**src/rtl/fc_pkg.sv**
```systemverilog
// Shared definitions for the FIFO flow-control blocks: state encoding, dest field
// position and counter width, used by the sender, the flow-control FSM and benches.
package fc_pkg;

  localparam int FC_DATA_W = 6;
  localparam int FC_CNT_W  = 8;
  localparam int NDEST     = 4;
  localparam int DEST_MSB  = FC_DATA_W - 1;
  localparam int DEST_LSB  = FC_DATA_W - 2;

  typedef enum logic [1:0] {
    ST_INIT = 2'd0,
    ST_RUN  = 2'd1,
    ST_HOLD = 2'd2,
    ST_ERR  = 2'd3
  } fc_state_t;

  function automatic logic [1:0] dest_of(input logic [FC_DATA_W-1:0] word);
    return word[DEST_MSB:DEST_LSB];
  endfunction

endpackage

```
**src/rtl/fc_pause_mask.sv**
```systemverilog
// Per-destination pause mask. A pause raised this cycle is folded into eff at once,
// and wins over a resume on the same bit.
module fc_pause_mask
  import fc_pkg::*;
(
  input  logic             clk,
  input  logic             reset,
  input  logic [NDEST-1:0] pausa,
  input  logic [NDEST-1:0] continuar,
  output logic [NDEST-1:0] mask,
  output logic [NDEST-1:0] eff
);

  logic [NDEST-1:0] mask_reg;
  logic [NDEST-1:0] mask_next;

  assign mask_next = (mask_reg | pausa) & ~(continuar & ~pausa);

  always_ff @(posedge clk or posedge reset) begin
    if (reset) mask_reg <= '0;
    else       mask_reg <= mask_next;
  end

  assign mask = mask_reg;
  assign eff  = mask_reg | pausa;

endmodule

```
**src/rtl/fc_sender.sv**
```systemverilog
// Transmit side of the FIFO flow-control protocol: moves words from a show-ahead source
// FIFO to four dest FIFOs. Define FC_STATS_EN to add sent/stall statistics counters.
module fc_sender
  import fc_pkg::*;
#(
  parameter int DATA_W = FC_DATA_W
`ifdef FC_STATS_EN
  ,
  parameter int CNT_W  = FC_CNT_W
`endif
) (
  input  logic              clk,
  input  logic              reset,
  input  logic              iniciar,
  input  logic              in_empty,
  input  logic [DATA_W-1:0] in_data,
  output logic              pop,
  input  logic [NDEST-1:0]  pausa,
  input  logic [NDEST-1:0]  continuar,
  input  logic              error_full,
  output logic [NDEST-1:0]  push,
  output logic [DATA_W-1:0] out_data,
  output logic              busy,
  output logic              err
`ifdef FC_STATS_EN
  ,
  output logic [NDEST*CNT_W-1:0] sent_cnt,
  output logic [CNT_W-1:0]       stall_cnt
`endif
);

  fc_state_t         state_reg;
  logic [NDEST-1:0]  push_reg;
  logic [DATA_W-1:0] out_data_reg;
  logic [NDEST-1:0]  mask;
  logic [NDEST-1:0]  eff;
  logic [NDEST-1:0]  dest_onehot;
  logic [1:0]        head_dest;
  logic              head_blocked;

  fc_pause_mask u_mask (
    .clk       (clk),
    .reset     (reset),
    .pausa     (pausa),
    .continuar (continuar),
    .mask      (mask),
    .eff       (eff)
  );

  assign head_dest    = in_data[DATA_W-1:DATA_W-2];
  assign head_blocked = eff[head_dest];

  genvar gi;
  generate
    for (gi = 0; gi < NDEST; gi++) begin : g_onehot
      assign dest_onehot[gi] = (head_dest == 2'(gi));
    end
  endgenerate

  // A blocked head stalls every destination; words are never reordered.
  assign pop = (state_reg == ST_RUN) & ~in_empty & ~head_blocked & ~error_full & ~reset;

  always_ff @(posedge clk or posedge reset) begin
    if (reset) begin
      state_reg    <= ST_INIT;
      push_reg     <= '0;
      out_data_reg <= '0;
    end else begin
      push_reg <= pop ? dest_onehot : '0;
      if (pop) out_data_reg <= in_data;
      if (error_full) begin
        state_reg <= ST_ERR;
      end else begin
        case (state_reg)
          ST_INIT: if (iniciar) state_reg <= ST_RUN;
          ST_RUN:  if (!in_empty && head_blocked) state_reg <= ST_HOLD;
          ST_HOLD: if (in_empty || !head_blocked) state_reg <= ST_RUN;
          ST_ERR:  state_reg <= ST_ERR;
          default: state_reg <= ST_INIT;
        endcase
      end
    end
  end

  assign push     = push_reg;
  assign out_data = out_data_reg;
  assign busy     = (state_reg == ST_RUN) & (pop | (|push_reg));
  assign err      = (state_reg == ST_ERR);

`ifdef FC_STATS_EN
  logic [CNT_W-1:0] stall_reg;

  generate
    for (gi = 0; gi < NDEST; gi++) begin : g_sent
      logic [CNT_W-1:0] sent_reg;
      always_ff @(posedge clk or posedge reset) begin
        if (reset)                             sent_reg <= '0;
        else if (push_reg[gi] && !(&sent_reg)) sent_reg <= sent_reg + 1'b1;
      end
      assign sent_cnt[gi*CNT_W +: CNT_W] = sent_reg;
    end
  endgenerate

  always_ff @(posedge clk or posedge reset) begin
    if (reset)                                      stall_reg <= '0;
    else if (state_reg == ST_HOLD && !(&stall_reg)) stall_reg <= stall_reg + 1'b1;
  end

  assign stall_cnt = stall_reg;
`endif

endmodule

```
**config.mk**
```make
export PLATFORM = sky130hd
export DESIGN_NAME = fc_sender
export DESIGN_NICKNAME = d
export VERILOG_FILES = /design/src/rtl/fc_pkg.sv /design/src/rtl/fc_pause_mask.sv /design/src/rtl/fc_sender.sv
export SDC_FILE = /design/constraint.sdc
export NUM_CORES = 1
export LEC_CHECK = 0
export ABC_AREA = 1
export CAP_MARGIN = 15
export CORE_MARGIN = 5
export CORE_UTILIZATION = 36
export DETAILED_ROUTE_END_ITERATION = 6
export GPL_ROUTABILITY_DRIVEN = 0
export PLACE_DENSITY = 0.69
export SLEW_MARGIN = 20
export SYNTH_ARGS = -nofsm -noshare
export SYNTH_HDL_FRONTEND = slang
export SYNTH_SLANG_ARGS = --single-unit
```
**constraint.sdc**
```tcl
create_clock -name clk -period 1 [get_ports clk]
set_input_delay 0.2 -clock clk [delete_from_list [all_inputs] [get_ports clk]]
set_output_delay 0.2 -clock clk [all_outputs]
set_load 0.03 [all_outputs]
```
==> results.md, run 1 <==
Status:
- The run finished, with violations left.
- The checks that failed: setup timing.

Clock network:
- The number of buffers created by CTS is 3.
- The clock net in this run drives a total of 16 sinks.
- The longest clock path from root to sink contains 2 buffers.
- The post-cts hold buffer count is 0.
- TritonCTS built the clock tree.
- The later pin in the worst-skew pair is clocked with a latency of 0.30 ns.
- The clock edge transition at the registers on the reported setup and hold paths is 0.10 ns.
- The H-tree depth is 1.
- The buffer cell driving the clock tree root is clkbuf_4.

Yosys:
- The unique cell type count in the Yosys netlist is 17.
- The synthesized area per cell is 8.16 um^2.
- Synthesis handed over a netlist of 88 instances.
- Counting flops and latches in the post-synthesis netlist gives 16.
- The total nets after synthesis is 107.
- The total of warnings raised by yosys is 0.
- Of the synthesized area, sequential elements account for 55.7%.
- The netlist area before placement is 718 um^2.

Pwr:
- IR analysis of the VDD net gives a maximum drop of 1.07 mV.
- Summing internal, switching and leakage power gives 0.00217 W.
- Dividing total power by cell area gives a power density of 1460 mW/mm^2.
- The leakage power figure is 0.775 nW.

Finish:
- The post-route netlist has 46.5% of its cells at a drive strength greater than 1.
- The register with the most flip-flops in the layout has 6 of them.
- The number of antenna diodes in the final layout is 0.
- The utilization after layout is 77.4%.
- The multi-input combinational cells in the finished layout cover a total of 335 um^2.
- The layout filler cell count is 130.
- The footprint of the flip-flops and latches is 400 um^2.
- The final cell count without fillers is 186.
- The number of nets in the final layout is 179.
- The relative area change from synthesis to final layout is 107%.

Route:
- In the final routed layout, each cell accounts on average for 14.5 um.
- The DRC violation count after routing is 0.
- Wires add up to 2700 um.
- The count of vias placed by the detailed router is 842.
- The via count normalized by instance count is 4.53.
- For this run, the detailed router's first-pass iteration total came to 4.
- The number of violations reported at the end of detailed-routing iteration 0 is 12.
- The antenna violation net count after detailed routing is 0.

Critical path:
- The cell family contributing the most delay on the critical path is simple AND/OR/NAND/NOR gates.
- The worst setup path is launched from a flop.
- The launching point of the worst reg2reg path is state_reg[0].
- The critical path contains buffers and inverters numbering 2 combined.
- The critical path goes through inv_2 > nor2_4 > nand2_2 > nor3_4 > o21ai_4 > a21boi_4 > buf_6.
- Data on the critical path is required at its endpoint by 0.80 ns.
- The largest incremental delay on the critical path is 0.38 ns.
- Along the worst path, the maximum fanout reaches 4.
- Among all stages on the critical path, the largest delay is contributed by dfrtp_1.
- The worst setup path is captured at an output port.
- By startpoint and endpoint, the worst setup path is classified as flop to output port.
- The most critical setup path has its startpoint at state_reg[0].
- The arrival time reported for the critical path endpoint is 1.51 ns.

Floorplan:
- The number of core rows is 16.
- The standard cell core area is 0.00192 mm^2.
- The die outline area is 0.00299 mm^2.
- The horizontal extent of the die is 54.7 um.
- The die height is 54.7 um.
- Once the floorplan was initialized, standard cells occupied 37.4% of the core.
- The number of ports placed on the die boundary is 32.

Placed design:
- The placed wire-length estimate after detailed placement is 1470 um.
- Input and output buffers added on the ports amount to 31.
- The number of placed instances, taps included, is 168.

GRT:
- The wire length of the first global-routing pass is 4060 um.
- The residual overflow from global routing is 0.
- The initial antenna violation count is 0.
- The global routing stage identified its most utilized layer as met2.
- The fraction of met1 tracks used by global routing is 22.2%.
- The aggregate global-route resource usage is 19.9%.
- The global-route track usage on met2 is 35.4%.
- The maximum number of pins on one net before global-route repair is 12.
- The via count of the first global-routing pass was 904.
- The met3 layer usage reported by global route is 2.45%.

STA:
- The number of max-slew violations in the final report is 0.
- For the final routed database, the setup TNS stands at -7.20 ns.
- Clock skew on the completed layout was measured at 0.00213 ns.
- Derived from the worst setup path, the maximum achievable clock frequency is 584 MHz.
- For the pin with the worst max-slew slack, the measured transition is 0.331 ns.
- The ratio of final minimum period to clock period is 171%.
- The time the worst path needs with I/O delays and setup is 1.71 ns.
- Setup repair after global routing could not meet its margin everywhere.
- Setup slack on the critical path of the routed design comes to -0.712 ns.
- Headroom to the max-slew limit came out at 77.8%.
- The final count of negative-setup-slack endpoints is 25.
- The number of hold-slack violations in the final timing report is 0.

Run:
- The number of violations of the max-capacitance limit is 0.

Min path:
- The worst hold path belongs to the class primary input to asynchronous set/reset pin.
==> report_power, final <==
part,internal [W],leakage [nW],switching (W)
Combinational,0.000495,0.553,0.000437
Clock,0.000222,0.0210,0.000228
Sequential,0.000726,0.201,0.0000619
Total,0.00144,0.775,0.000728
==> layer usage <==
layer	up-vias	routed length (um)
met4	0	89
met3	8	91
met5	-	0
li1	414	-
met2	28	1460
met1	392	1060
==> layout by cell type, fill, tap and decap left out <==
cell	count
a21boi_4	1
a21oi_1	4
buf_4	29
buf_6	21
clkbuf_4	3
clkbuf_8	1
clkdlybuf4s50_1	14
dfrtp_1	16
dlygate4sd2_1	4
inv_1	11
inv_2	3
nand2_1	24
nand2_2	4
nand3_1	1
nand3_2	1
nand4_1	1
nor2_1	7
nor2_2	3
nor2_4	2
nor3_2	3
nor3_4	1
nor4_2	1
o211ai_1	1
o21ai_1	2
o21ai_4	1
==> worst paths after layout <==
path                                   to  slack, ns  depth (start not counted)
setup / recovery                     busy      -0.71                          7
hold / removal             u_mask.mask[3]       0.27                          3
setup reg to reg             state_reg[1]      -0.69                         13
hold reg to reg               out_data[1]       0.52                          2
max in group asynchronous     out_data[1]       0.56                          3
min in group clk           u_mask.mask[0]       0.27                          3
==> logic make-up (layout without fill, tap and decap cells) <==
family          count (synthesis)  count (layout)  share of synthesized area [%]
flops                          16              16                           55.7
compound gates                  9               9                           7.49
buf+inv                        15              86                           8.88
simple gates                   48              48                           27.9
==> final cells by class <==
class,count,share of cell area (%)
timing repair buffer,68,42.3
multi-input combinational,57,22.5
tap,27,2.27
sequential,16,26.9
inverter,14,3.53
clock buffer,4,2.44
==> synth_stat cells <==
library cell | number | area share (%)
nand2_1 | 28 | 15
dfrtp_1 | 16 | 56
inv_1 | 13 | 6.8
nor2_1 | 11 | 5.7
a21oi_1 | 4 | 2.8
nor3_1 | 3 | 2.1
nand3_1 | 2 | 1.4
o21ai_1 | 2 | 1.4
a21boi_0 | 1 | 1.0
buf_6 | 1 | 1.6
inv_2 | 1 | 0.52
nand4_1 | 1 | 0.87
nor2_2 | 1 | 0.87
nor3_2 | 1 | 1.4
nor4_1 | 1 | 0.87
o211ai_1 | 1 | 1.0
o21ai_2 | 1 | 1.2
==> stage by stage <==
step	worst slack, ns	hold slack [ns]	cell area (um^2)
after detailed placement	-0.753	0.474	1220
after global placement	-0.742	0.468	1220
after floorplan	-0.300	0.114	751
after global routing	-0.788	0.284	1490
final	-0.712	0.268	1490
after CTS	-0.719	0.271	1430
==> worst reg2reg max path, stage by stage, from the launching register on <==
cell and delay, ns:
dfrtp_1 0.38, inv_2 0.06, nor2_4 0.13, nand2_2 0.09, buf_4 0.14, buf_6 0.10, buf_6 0.10, buf_6 0.10
buf_6 0.10, buf_6 0.10, inv_2 0.04, nand2_2 0.06, o211ai_1 0.10, nand2_1 0.08
==> what timing repair did <==
action                                  CTS  global route
endpoints found under the hold margin     0             0
buffers inserted                         10            12
gates resized for setup                  35             9
endpoints found under the setup margin   25            25
pin swaps                                 8             3
gates cloned                              0             0
No activity file was read; power rests on OpenSTA's default activity.
==> run 2: changes to the inputs <==
ABC_AREA = unset   (was 1)
==> run 2 against run 1 <==
Compared with the run above:
- the run still ends with setup timing left
- highest routed layer unchanged
- clock-buffer cell count did not move
- die area rose by 1.9%
- wire length fell by 12%
==> results.md, run 2 <==
Floorplan:
- The initial core utilization is 37.4% (+0.066 points).
- The die height was 55.2 um (+0.92%).
- The die outline area is 0.00304 mm^2 (+1.9%).
- The number of ports placed on the die boundary came to 32 (unchanged).
- The standard cell core area was 0.00196 mm^2 (+2.1%).
- The horizontal extent of the die is 55.2 um (+0.92%).
- The number of core rows was 16 (unchanged).

STA:
- The number of max-slew violations in the final report is 0 (unchanged).
- The number of hold-slack violations in the final timing report came to 0 (unchanged).
- The slew at the pin with the worst max-slew slack is 0.292 ns (-0.0394 ns).
- The worst-case headroom to the max-slew limit is 80.4% (+2.7 points).
- The ratio of final minimum period to clock period is 173% (+2.1 points).
- The top achievable clock speed is 577 MHz (-1.2%).
- The clock skew after layout came to 0.00201 ns (-0.000117 ns).
- Setup repair after global routing could not meet its margin everywhere.
- The post-layout worst setup margin was -0.734 ns (-0.0213 ns).
- The worst slack on hold paths is 0.253 ns (-0.0155 ns).
- The time the worst path needs with I/O delays and setup came to 1.73 ns (+0.0213 ns).
- The final count of negative-setup-slack endpoints is 25 (unchanged).
- The setup TNS after final layout is -8.74 ns (-1.54 ns).

Finish:
- The final cell count without fillers is 156 (-16%).
- The utilization after layout is 74.6% (-2.9 points).
- The number of flip-flops in the largest register is 6 (unchanged).
- The number of nets in the final layout is 149 (-17%).
- The number of antenna repair diodes is 0 (unchanged).
- The fraction of final layout cells sized beyond drive strength 1 came to 55.0% (+8.5 points).
- Leaving out fill and tap cells, the most frequent cells in the layout are 21 x buf_4, 20 x buf_6, 16 x dfrtp_1.
- The area growth from synthesis to layout is 99.1%.
- The leading cell type in the layout, fill and taps excluded is buf_4.

Pwr:
- The combinational cell fraction of total power came to 18.9% (-24 points).
- The sequential power share is 49.6% (+13 points).
- The internal cell power is 0.00104 W (-28%).
- The leakage power figure was 0.739 nW (-4.6%).
- The power density over cell area is 929 mW/mm^2 (-36%).
- The clock share of power came to 31.5% (+11 points).
- The fraction of power spent switching nets came to 23.6% (-9.9 points).
- The peak supply drop is 0.766 mV (-29%).
- The switching power total is 0.000321 W (-56%).

Yosys:
- Ranked by total cell area, the synthesized netlist is headed by dfrtp_1 55%, mux2_4 10%, inv_1 4.6%.
- The count of flip-flops with a built-in enable after synthesis is 0 (unchanged).
- Summed over all instances, the cell type with the most area after synthesis is dfrtp_1.
- The most used flip-flop cell after synthesis is dfrtp_1.
- The most common cell in the synthesized netlist is dfrtp_1.
- The sequential cell area fraction in the yosys report was 54.5% (-1.2 points).
- The netlist area before placement is 734 um^2 (+2.3%).
- The synthesized area per cell is 11.3 um^2 (+38%).
- The area fraction of the dominant cell type after synthesis came to 54.5% (-1.2 points).
- The share of flip-flops with an asynchronous set or reset came to 100% (unchanged).
- The instance count of the mapped netlist is 65 (-26%).
- The total nets after synthesis is 84 (-21%).
- The commonest cells after synthesis are 16 x dfrtp_1, 9 x inv_1, 7 x nor2_1.
- The unique cell type count in the Yosys netlist is 22 (+5).
- The total of warnings raised by yosys is 0 (unchanged).
- The register bit total from synthesis came to 16 (unchanged).

GRT:
- The maximum number of pins on one net before global-route repair is 15 (+3).
- The via count of the first global-routing pass is 780 (-14%).
- The aggregate global-route resource usage came to 17.1% (-2.8 points).
- The initial antenna violation count is 0 (unchanged).
- The wire length of the first global-routing pass is 3570 um (-12%).
- The residual overflow from global routing is 0 (unchanged).

Min path:
- The tightest min-delay check is of the primary input to flop type.

Clock network:
- The H-tree depth is 1 (unchanged).
- The buffer cell driving the clock tree root is clkbuf_4.
- The insertion delay of the later-clocked pin in the worst-skew pair is 0.28 ns (-0.02 ns).
- The clock edge transition at the registers on the reported setup and hold paths is 0.10 ns (about the same).
- The number of buffers created by CTS came to 3 (unchanged).
- The maximum count of clock buffers along a single path is 2 (unchanged).
- The post-cts hold buffer count is 0 (unchanged).
- TritonCTS built the clock tree.
- The total clock sinks is 16 (unchanged).

Route:
- The via count normalized by instance count was 4.74 (+4.8%).
- The wire length per cell is 15.2 um (+4.8%).
- The antenna violation net count after detailed routing is 0 (unchanged).
- The number of detailed-route iterations in the first pass is 4 (unchanged).
- The DRC violation count after routing is 0 (unchanged).
- The number of violations reported at the end of detailed-routing iteration 0 is 8 (-4).
- The final wirelength is 2370 um (-12%).
- The count of vias placed by the detailed router is 740 (-12%).

Placed design:
- The placed wire-length estimate after detailed placement is 1490 um (+1.4%).
- The worst slack at placement was -1.20 ns (-0.452 ns).
- The port buffer count is 31 (unchanged).
- The instance count after placement with tap cells included was 144 (-14%).

Critical path:
- The startpoint-to-endpoint class of the critical path is flop to output port.
- The sort of element at the end of the critical path is an output port.
- The largest individual stage delay along the critical path comes from the cell mux4_2.
- The arrival time reported for the critical path endpoint is 1.53 ns (+0.02 ns).
- The largest driver fanout on the critical path came to 3 (-1).
- The signal on the critical path passes through nor2_2 > mux4_2 > nand2_4 > a21oi_4 > buf_6.
- The worst setup path is launched from a flop.
- The largest incremental delay on the critical path is 0.52 ns (+0.14 ns).
- The worst endpoint required time is 0.80 ns (about the same).

Run:
- The number of violations of the max-capacitance limit is 0 (unchanged).

Status:
- The final reports fail on setup timing.
- The run finished, with violations left.
[run 2: per-layer routing]
| metal | global-route usage, % | wire (um) |
|---|---|---|
| met2 | 30.7 | 1310 |
| met1 | 19.7 | 910 |
| met4 | 8.50 | 25 |
| met3 | 2.14 | 125 |
| met5 | 0 | 0 |
[run 2: worst max-delay path: cells and delay by family (launching register included)]
family / cells / cell delay, ns
flops: 1 / 0.38
simple gates: 2 / 0.17
mux: 1 / 0.52
buf+inv: 1 / 0.13
compound gates: 1 / 0.05
[run 2: area by class of cell]
cell class / count / area, um^2
Tap cell: 27 / 33.8
Clock buffer: 4 / 36.3
Sequential cell: 16 / 400
Inverter: 10 / 40.0
Fill cell: 148 / 499
Timing Repair Buffer: 60 / 577
Multi-Input combinational cell: 39 / 375
[run 2: worst paths after layout]
check,to,cells past startpoint,slack (ns),start
min in group asynchronous,state_reg[0],3,0.32,reset
max,busy,5,-0.73,u_mask.mask[3]
max in group asynchronous,out_data[1],4,0.37,reset
min reg2reg,u_mask.mask[1],1,0.51,u_mask.mask[1]
min,u_mask.mask[1],2,0.25,pausa[1]
max reg2reg,out_data[4],6,-0.70,u_mask.mask[3]
[run 2: repair_timing]
| action | CTS | global route |
|---|---|---|
| buffers inserted | 7 | 6 |
| resized for setup | 49 | 9 |
| endpoints found under the setup margin | 25 | 25 |
| hold endpoints to repair | 0 | 0 |
| pin swaps | 4 | 5 |
| cloned | 0 | 0 |
[run 2: power groups by stage]
stage	registers (W)	logic (W)	clock network, W
floorplan	0.000696	0.0000572	0
global placement	0.000684	0.000217	0
detailed placement	0.000685	0.000219	0
CTS	0.000674	0.000232	0.000443
global route	0.000676	0.000275	0.000474
finish	0.000674	0.000257	0.000428
[run 2: logic make-up (layout without fill, tap and decap cells)]
| family | count (synthesis) | in the layout | share of synthesized area [%] |
|---|---|---|---|
| AOI/OAI and AO/OA | 12 | 12 | 10.6 |
| and+or+nand+nor | 20 | 20 | 15.0 |
| buffers and inverters | 10 | 74 | 5.11 |
| DFF | 16 | 16 | 54.5 |
| muxes | 7 | 7 | 14.8 |
[run 2: stage by stage]
step	total power (W)	area [um^2]
2_1_floorplan	0.000753	762
3_3_place_gp	0.000901	1250
3_5_place_dp	0.000904	1250
4_1_cts	0.00135	1430
5_1_grt	0.00143	1460
6_report	0.00136	1460
==> run 3: changes to the inputs <==
ABC_AREA = 1   (was unset)
==> results of run 3 <==
Same layout as run 1: the final DEF is identical, and so are final timing and power.
